`src/rtl/mem_port_arbiter.sv`:
```
// Round-robin fetch / load-store arbiter for the shared 1 KiB word memory.
// One grant at a time: IDLE -> ACCESS -> RESP; address errors skip ACCESS.
module mem_port_arbiter #(
  parameter int unsigned MEM_BYTES   = 1024,
  parameter bit          CHECK_ALIGN = 1'b1
) (
  input  logic        clk,
  input  logic        rst_n,
  input  logic        i_req,
  input  logic [31:0] i_addr,
  output logic        i_ack,
  output logic [31:0] i_rdata,
  output logic        i_err,
  input  logic        d_req,
  input  logic        d_we,
  input  logic [31:0] d_addr,
  input  logic [31:0] d_wdata,
  output logic        d_ack,
  output logic [31:0] d_rdata,
  output logic        d_err,
  output logic [31:0] mem_address,
  output logic [31:0] mem_write_data,
  output logic        mem_read,
  output logic        mem_write,
  input  logic [31:0] mem_out,
  output logic        busy
);
  // state  | meaning
  // IDLE   | no access in flight; arbitrates and latches the winner
  // ACCESS | memory strobes driven for the latched access
  // RESP   | one-cycle ack to the grantee
  localparam logic [1:0] S_IDLE   = 2'd0;
  localparam logic [1:0] S_ACCESS = 2'd1;
  localparam logic [1:0] S_RESP   = 2'd2;

  localparam logic PORT_FETCH = 1'b0;
  localparam logic PORT_DATA  = 1'b1;

  localparam logic [31:0] LAST_LEGAL = 32'(MEM_BYTES - 4);

  logic [1:0]  state_q, state_d;
  logic        port_q, port_d;
  logic        last_grant_q, last_grant_d;
  logic        we_q, we_d;
  logic        err_q, err_d;
  logic [31:0] addr_q, addr_d;
  logic [31:0] wdata_q, wdata_d;
  logic [31:0] rdata_q, rdata_d;

  logic        grant_port;
  logic [31:0] sel_addr;
  logic        sel_err;
  logic        in_access;
  logic        in_resp;

  always_comb begin
    if (i_req && d_req) begin
      grant_port = ~last_grant_q;
    end else begin
      grant_port = d_req ? PORT_DATA : PORT_FETCH;
    end
    sel_addr = (grant_port == PORT_DATA) ? d_addr : i_addr;
    sel_err  = (sel_addr > LAST_LEGAL) || (CHECK_ALIGN && (sel_addr[1:0] != 2'b00));
  end

  always_comb begin
    state_d      = state_q;
    port_d       = port_q;
    last_grant_d = last_grant_q;
    we_d         = we_q;
    err_d        = err_q;
    addr_d       = addr_q;
    wdata_d      = wdata_q;
    rdata_d      = rdata_q;
    case (state_q)
      S_IDLE: begin
        if (i_req || d_req) begin
          port_d       = grant_port;
          last_grant_d = grant_port;
          addr_d       = sel_addr;
          we_d         = (grant_port == PORT_DATA) && d_we;
          wdata_d      = (grant_port == PORT_DATA) ? d_wdata : 32'd0;
          err_d        = sel_err;
          rdata_d      = 32'd0;
          state_d      = sel_err ? S_RESP : S_ACCESS;
        end
      end
      S_ACCESS: begin
        if (!we_q) begin
          rdata_d = mem_out;
        end
        state_d = S_RESP;
      end
      S_RESP:  state_d = S_IDLE;
      default: state_d = S_IDLE;
    endcase
  end

  always_ff @(posedge clk or negedge rst_n) begin
    if (!rst_n) begin
      state_q      <= S_IDLE;
      port_q       <= PORT_FETCH;
      last_grant_q <= PORT_FETCH;
      we_q         <= 1'b0;
      err_q        <= 1'b0;
      addr_q       <= 32'd0;
      wdata_q      <= 32'd0;
      rdata_q      <= 32'd0;
    end else begin
      state_q      <= state_d;
      port_q       <= port_d;
      last_grant_q <= last_grant_d;
      we_q         <= we_d;
      err_q        <= err_d;
      addr_q       <= addr_d;
      wdata_q      <= wdata_d;
      rdata_q      <= rdata_d;
    end
  end

  // Strobes decode straight from state so an async reset kills a pending write at once.
  assign in_access = (state_q == S_ACCESS);
  assign in_resp   = (state_q == S_RESP);
  assign busy      = (state_q != S_IDLE);

  assign mem_address    = in_access ? addr_q  : 32'd0;
  assign mem_write_data = in_access ? wdata_q : 32'd0;
  assign mem_read       = in_access && !we_q;
  assign mem_write      = in_access && we_q;

  assign i_ack   = in_resp && (port_q == PORT_FETCH);
  assign d_ack   = in_resp && (port_q == PORT_DATA);
  assign i_rdata = i_ack ? rdata_q : 32'd0;
  assign d_rdata = d_ack ? rdata_q : 32'd0;
  assign i_err   = i_ack && err_q;
  assign d_err   = d_ack && err_q;

endmodule

```
`config.mk`:
```
export PLATFORM = sky130hd
export DESIGN_NAME = mem_port_arbiter
export DESIGN_NICKNAME = d
export VERILOG_FILES = /design/src/rtl/mem_port_arbiter.sv
export SDC_FILE = /design/constraint.sdc
export NUM_CORES = 1
export LEC_CHECK = 0
export ABC_AREA = 0
export BUFFER_PORTS_ARGS = -buffer_cell sky130_fd_sc_hd__buf_2
export CORE_ASPECT_RATIO = 1.25
export CORE_MARGIN = 8
export CORE_UTILIZATION = 46
export DETAILED_ROUTE_END_ITERATION = 6
export GPL_ROUTABILITY_DRIVEN = 0
export PLACE_DENSITY = 0.79
export SLEW_MARGIN = 15
export SYNTH_ARGS = -nofsm -noshare
export SYNTH_HDL_FRONTEND = slang
export SYNTH_SLANG_ARGS = --single-unit
```
`constraint.sdc`:
```
create_clock -name clk -period 1.8 [get_ports clk]
set_clock_uncertainty 0.15 [all_clocks]
set_input_delay 0.36 -clock clk [delete_from_list [all_inputs] [get_ports clk]]
set_output_delay 0.36 -clock clk [all_outputs]
set_load 0.05 [all_outputs]
```
After elaboration in Yosys (flattened, before gate mapping)
Index checks and enable logic that the tools add are counted.
{"block": "totals", "regBits": 101, "inputBits": 133, "out_inout_bits": 135, "wordCells": 44}
{"block": "op_classes", "order_cmp": 1, "eq_ne": 4, "mux": 14, "bitwise": 1, "n_reduce_logical": 17}
{"op": "$mux W32", "count": 8}
{"op": "$pmux W32 S2", "count": 1}
{"op": "$gt A32 B10 Y1 const B", "count": 1}
{"op": "$logic_and A1 B1 Y1", "count": 8}
{"op": "$reduce_bool A2 Y1", "count": 3}
{"op": "$mux W2", "count": 2}
{"op": "$ne A2 B2 Y1 const B", "count": 2}
{"op": "$pmux W2 S2", "count": 1}
{"op": "$reduce_and A3 Y1", "count": 1}
{"op": "$eq A2 B1 Y1 const B", "count": 1}
{"op": "$eq A2 B2 Y1 const B", "count": 1}
{"op": "$logic_not A2 Y1", "count": 1}
{"op": "$logic_or A1 B1 Y1", "count": 2}
{"op": "$mux W1", "count": 2}
{"op": "$reduce_and A2 Y1", "count": 1}
{"op": "$logic_not A1 Y1", "count": 1}
{"op": "$not A1 Y1", "count": 1}

Longest topological paths before layout
{"block": "depth", "ltp_word": 8, "mapped_depth": 7, "ltp_nobuf": 5}

Worst setup path after synthesis
No wires, ideal clock.
{"block": "synth_timing", "kind": "register to output", "from": "register state_q[0]", "to": "output port d_rdata[22]", "arrival_ns": 1.821, "required_ns": 1.290, "path_slack_ns": -0.531, "stages_incl_launch_ff": 4, "path_buffers": 1, "cell_sequence": "dfrtp_1 and3b_1 clkbuf_1 and2_1"}
{"block": "synth_via", "elab_chain_cells": 3}
{"item": "start, declared", "line": "41", "rtl": "logic [1:0] state_q, state_d;"}
{"item": "start signal, assigned", "line": "110", "rtl": "state_q <= state_d;"}
{"item": "$eq A2 B2 Y1", "line": "123", "rtl": "assign in_resp = (state_q == S_RESP);"}
{"item": "$logic_and A1 B1 Y1", "line": "132", "rtl": "assign d_ack = in_resp && (port_q == PORT_DATA);"}
{"item": "net d_ack", "line": "18", "rtl": "output logic d_ack,"}
{"item": "$mux W32", "line": "134", "rtl": "assign d_rdata = d_ack ? rdata_q : 32'd0;"}
{"item": "end, declared", "line": "19", "rtl": "output logic [31:0] d_rdata,"}
The timed path passes the listed nets, and every way through them passes these cells.

Worst setup path in the final report
{"block": "layout_timing", "from": "register state_q[1]", "to": "output port mem_address[22]"}
{"block": "layout_via", "elab_chain_cells": 2}
{"item": "$eq A2 B1 Y1", "line": "122", "rtl": "assign in_access = (state_q == S_ACCESS);"}
{"item": "$mux W32", "line": "126", "rtl": "assign mem_address = in_access ? addr_q : 32'd0;"}
{"item": "end, declared", "line": "21", "rtl": "output logic [31:0] mem_address,"}
No other way between the ends.

==> flow_summary.yaml <==
synth:
  synth_area_leader_cell: "dfrtp_1"
  syn_inst: 603
  ys_ff_latch: 101
  async_reset_ff_frac: 1.00
  synth_ff_type: "dfrtp_1"
  synth_cell_types: 27
  synth-edff-count: 0
  avgSynthCellArea_sq_um: 8.93
  yosysTopAreaCellShare: 0.469
  yosysWarningCount: 0
  synth_nets: 736
  seq_area_frac_synth: 0.469
  yosys-top-cells-area: "dfrtp_1, and2_1, nand2_1"
  syn_area_sq_mm: 0.00539
floorplanning:
  boundaryPins: 268
  rows: 44
  dieHeight_um: 137
  dieArea_sq_mm: 0.0154
  initial_utilization: 0.468
  core_sq_mm: 0.0115
  fp.dieW_um: 113
clock_network:
  cts_sinks: 101
  clk_pin_slew_ns: 0.07
  insertion_delay_ns: 0.34
  cts_made_buffers: 9
  htreeDepth: 3
  clk_path_buf_depth: 2
  cts_root_buffer: "clkbuf_16"
  cts_tree: "yes"
global_routing:
  grt_overflow: 0
  antenna_found_initial: 1
  grt_pass1_vias: 5555
  track_usage: 0.226
  grt_max_degree: 52
  grt_pass1_wl_mm: 28.0
timing:
  setup_violations: 234
  slew_violations: 0
  fin_crit_sh: 1.19
  clock.fmax_mhz: 467
  tns_ns: -46.42
  fin_crit_ns: 2.14
  rsz0062_at_grt: "true"
  fin_ws_ns: -0.341
  hold_viol_final: 0
  max_slew_margin: 0.739
  whs_ns: 0.0570
  timing_worst_slew_pin_value_ns: 0.388
power_and_ir_drop:
  irDropWorstVdd_mv: 0.556
  p_seq_frac: 0.432
  total_power_mw: 6.27
  p_sw_mw: 1.82
  power_density_mw_per_mm2: 673
  switching_share: 0.291
  combPwrFrac: 0.226
  clkPwrFrac: 0.341
  p_int_mw: 4.45
  p_leak_nw: 4.78
layout:
  final_area_sq_mm: 0.00931
  drive_above_1_share: 0.577
  area_growth_pct: 72.9
  final_common_cell: "nand2_1"
  fillers: 631
  layout.cells.non_filler: 1035
  utilization: 0.809
  final_nets: 1024
  final_cell_mix: "nand2_1, buf_2, dfrtp_1, buf_8, and2_4"
worst_setup_path:
  cp_top_family: "simple AND/OR/NAND/NOR gates"
  cp_slowest_cell: "dfrtp_1"
  cp-end-kind: "primary output"
  crit_arrival_ns: 1.63
  critPathLaunchType: "flip-flop"
  slowest_delay_ns: 0.40
  path_buf_inv: 2
  worstPathRequired_ns: 1.29
  worstPathMaxFanout: 24
  crit_chain: "and2b_4 -> clkbuf_16 -> and2_4 -> buf_8"
  crit_type: "flip-flop to primary output"
outcome:
  violations: "negative setup slack"
  status: "complete, but fails checks"
detailed_routing:
  drt-total-wl_mm: 22.9
  antenna_left: 0
  vias: 5813
  drt-pass1-iter-count: 6
  viasPerCell: 5.62
  post_drt_wl_per_cell_um: 22.1
  drt_iter0_drc: 473
  drc: 0
min_path:
  hp-class: "primary input to flip-flop"
flow_run:
  cap_viol_max_count: 0
placement:
  portBuffers: 267
  dp_cells: 986
  pre_cts_slack_ns: -0.0262
  hpwlAfterDp_mm: 12.4
  place_area_sq_mm: 0.00718
power by group through the flow:
stage	registers (mW)	logic (mW)	clock network (mW)
after detailed placement	2.72	0.995	0
final	2.71	1.42	2.14
after floorplan	2.67	0.609	0
after CTS	2.69	1.01	2.13
after global routing	2.73	1.52	2.23
after global placement	2.73	0.966	0
cell usage after synthesis, types with 2 or more instances:
cell	instances
and2_1	132
buf_2	16
buf_6	9
clkbuf_1	17
clkbuf_2	2
dfrtp_1	101
mux2i_1	32
nand2_1	166
nand2b_1	2
nand3_1	40
nand3_2	26
nand4_1	2
nor4_1	12
o21ai_0	14
o21ai_1	20
final timing paths:
kind,start,to,slack (ns),depth (start not counted)
worst max-delay path,state_q[1],mem_address[22],-0.34,4
worst min-delay path,mem_out[30],rdata_q[30],0.06,3
worst max register to register,state_q[1],addr_q[6],-0.17,9
worst min register to register,wdata_q[27],wdata_q[27],0.32,2
max in group asynchronous,rst_n,addr_q[9],0.67,3
min in group asynchronous,rst_n,rdata_q[24],0.29,2
per-layer routing:
metal  part of all wire  global-route usage  wire (um)
met1               0.36               0.246       8280
met2               0.52               0.405      11900
met3              0.081              0.0596       1860
met4              0.039               0.101        896
met5                  0                   0          0
tightest hold or removal path: cells and delay by family:
family | cells | cell delay, ns
buf+inv | 1 | 0.07
simple gates | 2 | 0.09
what timing repair did:
action	in CTS	in global routing
hold buffers	1	0
pin swaps	6	18
gates cloned	0	27
endpoints found under the setup margin	135	178
setup buffers	1	3
hold endpoints to repair	16	0
resized for setup	265	158
cell type report:
type,instances,area (sq um),share of cell area
timing repair buffer,318,3300,0.355
tap,138,173,0.0185
inverter,1,3.75,0.000403
multi-input combinational,460,2980,0.320
antenna,1,2.50,0.000269
clock buffer,10,239,0.0257
sequential,101,2530,0.271
clock inverter,6,86.3,0.00927
cell families after synthesis:
family	Yosys count	synth area share
AO/OA/AOI/OAI	37	0.0383
multiplexers	32	0.0595
flip-flops	101	0.469
AND/OR/NAND/NOR	387	0.383
buffers and inverters	46	0.0495
state kept, by name, summed over array words and instances (netlist names):
register / cells
addr_q: 32
we_q: 1
rdata_q: 32
last_grant_q: 1
state_q: 2
err_q: 1
wdata_q: 32
(Power assumes the default switching activity.)
